--- src/rtl/mem_arbiter.sv ---
// mem_arbiter: two-requester (CPU / IO channel) arbiter for a single-port memory.
// Each granted access takes IDLE -> ACCESS -> RESP. The CPU normally wins a tie,
// but an IO requester that has lost MAX_WAIT ties in a row is granted next.
module mem_arbiter #(
    parameter int AW       = 8,
    parameter int DW       = 16,
    parameter int MAX_WAIT = 4
) (
    input  logic          clk,
    input  logic          rst,
    input  logic          cpu_req,
    input  logic          cpu_we,
    input  logic [AW-1:0] cpu_addr,
    input  logic [DW-1:0] cpu_wdata,
    output logic          cpu_ack,
    output logic [DW-1:0] cpu_rdata,
    input  logic          io_req,
    input  logic          io_we,
    input  logic [AW-1:0] io_addr,
    input  logic [DW-1:0] io_wdata,
    output logic          io_ack,
    output logic [DW-1:0] io_rdata,
    output logic          mem_en,
    output logic          mem_we,
    output logic [AW-1:0] mem_addr,
    output logic [DW-1:0] mem_wdata,
    input  logic [DW-1:0] mem_rdata,
    output logic          busy,
    output logic          owner
);

    localparam int WW = $clog2(MAX_WAIT + 1);

    typedef enum logic [1:0] {
        IDLE   = 2'd0,
        ACCESS = 2'd1,
        RESP   = 2'd2
    } state_t;

    state_t        state;
    state_t        state_nxt;
    logic [WW-1:0] io_wait;
    logic          grant_any;
    logic          grant_io;

    // Latched copy of the granted request; drives the memory port directly so
    // address and write data hold their last value once the access is over.
    logic          owner_q;
    logic          we_q;
    logic [AW-1:0] addr_q;
    logic [DW-1:0] wdata_q;

    // State register; reset returns to IDLE and aborts any transfer in flight.
    always_ff @(posedge clk) begin
        if (!rst) begin
            state <= IDLE;
        end else begin
            state <= state_nxt;
        end
    end

    // Next-state and grant decision; the IO wins a tie only once starved.
    always_comb begin
        state_nxt = state;
        grant_any = 1'b0;
        grant_io  = 1'b0;
        unique case (state)
            IDLE: begin
                if (cpu_req || io_req) begin
                    grant_any = 1'b1;
                    grant_io  = io_req && (!cpu_req || (io_wait == WW'(MAX_WAIT)));
                    state_nxt = ACCESS;
                end
            end
            ACCESS:  state_nxt = RESP;
            RESP:    state_nxt = IDLE;
            default: state_nxt = IDLE;
        endcase
    end

    // Capture the winning request at the grant so later input changes are ignored.
    always_ff @(posedge clk) begin
        if (!rst) begin
            owner_q <= 1'b0;
            we_q    <= 1'b0;
            addr_q  <= '0;
            wdata_q <= '0;
        end else if (grant_any) begin
            owner_q <= grant_io;
            we_q    <= grant_io ? io_we    : cpu_we;
            addr_q  <= grant_io ? io_addr  : cpu_addr;
            wdata_q <= grant_io ? io_wdata : cpu_wdata;
        end
    end

    // Count IO losses (saturating); an IO grant clears the count.
    always_ff @(posedge clk) begin
        if (!rst) begin
            io_wait <= '0;
        end else if (grant_any) begin
            if (grant_io) begin
                io_wait <= '0;
            end else if (io_req && (io_wait != WW'(MAX_WAIT))) begin
                io_wait <= io_wait + WW'(1);
            end
        end
    end

    // Register memory read data at the end of ACCESS into the owner's port.
    always_ff @(posedge clk) begin
        if (!rst) begin
            cpu_rdata <= '0;
            io_rdata  <= '0;
        end else if ((state == ACCESS) && !we_q) begin
            if (owner_q) begin
                io_rdata <= mem_rdata;
            end else begin
                cpu_rdata <= mem_rdata;
            end
        end
    end

    assign mem_en    = (state == ACCESS);
    assign mem_we    = (state == ACCESS) && we_q;
    assign mem_addr  = addr_q;
    assign mem_wdata = wdata_q;
    assign cpu_ack   = (state == RESP) && !owner_q;
    assign io_ack    = (state == RESP) && owner_q;
    assign busy      = (state != IDLE);
    assign owner     = owner_q;

endmodule

--- config.mk ---
export PLATFORM = sky130hd
export DESIGN_NAME = mem_arbiter
export DESIGN_NICKNAME = d
export VERILOG_FILES = /design/src/rtl/mem_arbiter.sv
export SDC_FILE = /design/constraint.sdc
export NUM_CORES = 1
export LEC_CHECK = 0
export CAP_MARGIN = 20
export CELL_PAD_IN_SITES_DETAIL_PLACEMENT = 1
export CELL_PAD_IN_SITES_GLOBAL_PLACEMENT = 1
export CORE_UTILIZATION = 25
export CTS_BUF_LIST = sky130_fd_sc_hd__clkbuf_4 sky130_fd_sc_hd__clkbuf_8 sky130_fd_sc_hd__clkbuf_16
export DETAILED_ROUTE_END_ITERATION = 8
export GPL_TIMING_DRIVEN = 1
export PLACE_DENSITY = 0.88
export SLEW_MARGIN = 40
export SYNTH_ARGS = -nofsm -noshare
export SYNTH_HDL_FRONTEND = slang
export SYNTH_SLANG_ARGS = --single-unit
--- constraint.sdc ---
create_clock -name clk -period 1.5 [get_ports clk]
set_input_delay 0.225 -clock clk [delete_from_list [all_inputs] [get_ports clk]]
set_output_delay 0.225 -clock clk [all_outputs]
set_load 0.01 [all_outputs]
==> run_results.csv, run 1 <==
group,metric,value,unit
drt,antenna_left,0,
timing,drv_slew,0,
critical_path,slowest_stage,"or3b_4",
synthesis,yosys_warnings,0,
flow_run,maxCapViolations,0,
synthesis,synth_cells,329,
layout,area_delta_synth_final,90.93,%
clock_tree,cts_num_sinks,63,
drt,routedWlPerCell,18.33,um
clock_tree,holdBufCountCts,0,
timing,tightest_slew,0.5439,ns
timing,hold_ws,0.4359,ns
timing,max_slew_margin,63.66,%
drt,vias,3119,
clock_tree,cts_max_path_buffers,2,
critical_path,end_kind,"register",
timing,fin_crit,1.606,ns
critical_path,arrival,1.79,ns
grt,grtUsageTotal,17.79,%
clock_tree,cts_buffers,9,
run_status,outcome,"complete, but fails checks",
die,core,10320,um^2
synthesis,synthTopCellsByArea,"dfxtp_1 47%, a21oi_1 11%, nand2_1 9.4%",
timing,setup_viol,26,
clock_tree,path_clk_slew,0.07,ns
synthesis,yosys.area.top_type,"dfxtp_1",
timing,worst_slack,-0.1062,ns
layout,nFillCells,1190,
die,initial_utilization,25.78,%
layout,antenna_cells,0,
die,core.rowCount,37,
clock_tree,htreeDepth,3,
layout,regArea,1271,um^2
critical_path,start_kind,"register",
layout,final_common_cell,"clkdlybuf4s50_1",
drt,drc,0,
synthesis,syn_nets,401,
layout,fin_nets,549,
run_status,failed_checks,"setup timing",
placement,dp_hpwl,6659,um
hold_path,min_path_cells,3,
critical_path,cpLargestDelayFamily,"simple AND/OR/NAND/NOR gates",
die,die_x,105.2,um
timing,fin_crit_sh,107.1,%
layout,drive_above_1_share,28.22,%
critical_path,critPathMaxStageDelay,0.42,ns
critical_path,critPathRequiredTime,1.68,ns
timing,rsz0062_at_grt,"true",
clock_tree,cts-root-buf,"clkbuf_8",
drt,drt_iter0_drc,85,
critical_path,path_cells,"buf_6 > or3b_4 > buf_12 > o21ai_1 > a311oi_2",
clock_tree,clk_latency,0.33,ns
timing,final_hold_viol_count,0,
clock_tree,cts_tree,"yes",
synthesis,netlist_area,2661,um^2
power,max-vdd-ir-drop,0.4556,mV
grt,grt_overflow,0,
power,leakage,1.827,nW
synthesis,ys_seq_elements,63,
placement,gp_congestion,0.7756,
grt,grt_pass1_wl,15660,um
critical_path,cp_num_cells,5,
timing,fmax,0.6226,GHz
grt,antenna_found_initial,0,
die,io-pin-count,132,
timing,skew,0.008561,ns
synthesis,synth-seq-area-share,47.39,%
critical_path,worst-setup-path-type,"reg2reg",
critical_path,path_buf_inv,2,
layout,final_cell_mix,"119 x clkdlybuf4s50_1, 67 x nand2_1, 59 x dfxtp_1",
hold_path,hp-class,"in2reg",
synthesis,syn_area_per_cell,8.089,um^2
power,power.density,922.0,nW/um^2
placement,place_ws,-0.4228,ns
placement,io_buffers,131,
grt,first_global_vias,3290,
critical_path,ff2ff_path_depth,5,
grt,grt_max_degree,28,
critical_path,crit_fanout,27,
synthesis,synthDistinctLibCells,30,
die,die_area,11060,um^2
synthesis,synth_top_area_share,47.39,%
die,fp.dieH,105.2,um
drt,wl,11330,um
drt,via_per_inst,5.047,
layout,multi_input_area,1624,um^2
drt,drt_first_pass_iters,4,
## layout make-up
| cell class | count | area share (%) |
|---|---|---|
| clock buffer | 10 | 2.709 |
| inverter | 5 | 0.4186 |
| multi-input combinational | 230 | 31.96 |
| timing repair buffer | 168 | 35.36 |
| tap | 136 | 3.349 |
| sequential | 63 | 25.02 |
| clock inverter | 6 | 1.182 |
## power by group
group          total [W]  switching (W)  internal [W]
registers        0.00187      0.0000738       0.00179
clock network    0.00149       0.000686      0.000804
logic            0.00133       0.000628      0.000701
## stage by stage
step / total power, W / std cells / TNS (ns) / util [%] / instance area, um^2
after detailed placement: 0.002938 / 588 / -10.08 / 41.43 / 4277
final: 0.004685 / 618 / -1.161 / 49.22 / 5081
after floorplan: 0.002325 / 329 / -0.4994 / - / 2684
after global placement: 0.002889 / 588 / -10.98 / 41.38 / 4272
after global routing: 0.004881 / 618 / -2.753 / 49.22 / 5081
after CTS: 0.004510 / 609 / -1.311 / 44.95 / 4641
## sequential cells by signal, indices dropped and copies added, names as in the netlist
name	count
cpu_rdata	16
io_rdata	16
mem_wdata	16
mem_addr	8
io_wait	3
state	2
owner	1
we_q	1
## cells by family after synthesis
| kind of cell | share of synthesized area [%] |
|---|---|
| buf+inv | 6.393 |
| compound gates | 25.81 |
| simple gates | 19.46 |
| flops | 47.39 |
| fa+ha+maj | 0.9401 |
## worst min-delay path, delay by kind of cell
family	cells	cell delay, ns
buffers and inverters	1	0.22
and+or+nand+nor	2	0.28
## routing by layer
layer / vias up / track usage [%] / part of all wire [%]
li1: 1477 / - / -
met1: 1524 / 19.26 / 40
met2: 102 / 33.21 / 54
met3: 16 / 4.679 / 4.3
met4: 0 / 6.036 / 1.5
met5: - / 0 / 0
## synthesized netlist by cell type, drive strengths merged
library cell and instances:
inv 5, and2 2, nor4bb 1, ha 2, buf 10, nor2 3
dfxtp 63, nor3b 2, a221oi 1, a21oi 60, nand3 27, nand2 67
or3b 1, a21bo 1, nor4b 1, nor3 1, or3 1, clkbuf 23
o21ai 27, and3b 1, or4b 1, or2 1, a21boi 1, nand4bb 1
a311oi 25, nor2b 1
## path summary, 6_finish.rpt
path,startpoint,end,slack (ns)
hold reg to reg,cpu_rdata[0]$_SDFFE_PN0P_,cpu_rdata[0]$_SDFFE_PN0P_,0.46
hold / removal,cpu_req,state[0]$_SDFFE_PN0P_,0.44
setup / recovery,state[0]$_SDFFE_PN0P_,mem_wdata[5]$_SDFFE_PN0P_,-0.11
setup reg to reg,state[0]$_SDFFE_PN0P_,mem_wdata[5]$_SDFFE_PN0P_,-0.11
## what timing repair did
item / CTS / global route
pin swaps: 19 / 28
endpoints found under the setup margin: 49 / 53
buffers inserted: 3 / 3
cloned: 2 / 6
gates resized for setup: 48 / 89
Power figures use the tool's default switching activity.
==> run 2: changes to the inputs <==
Settings changed: ABC_AREA set to 0, CTS_CLUSTER_SIZE set to 14.
==> results of run 2 <==
No change in the layout: final DEF, timing and power equal those of run 1.
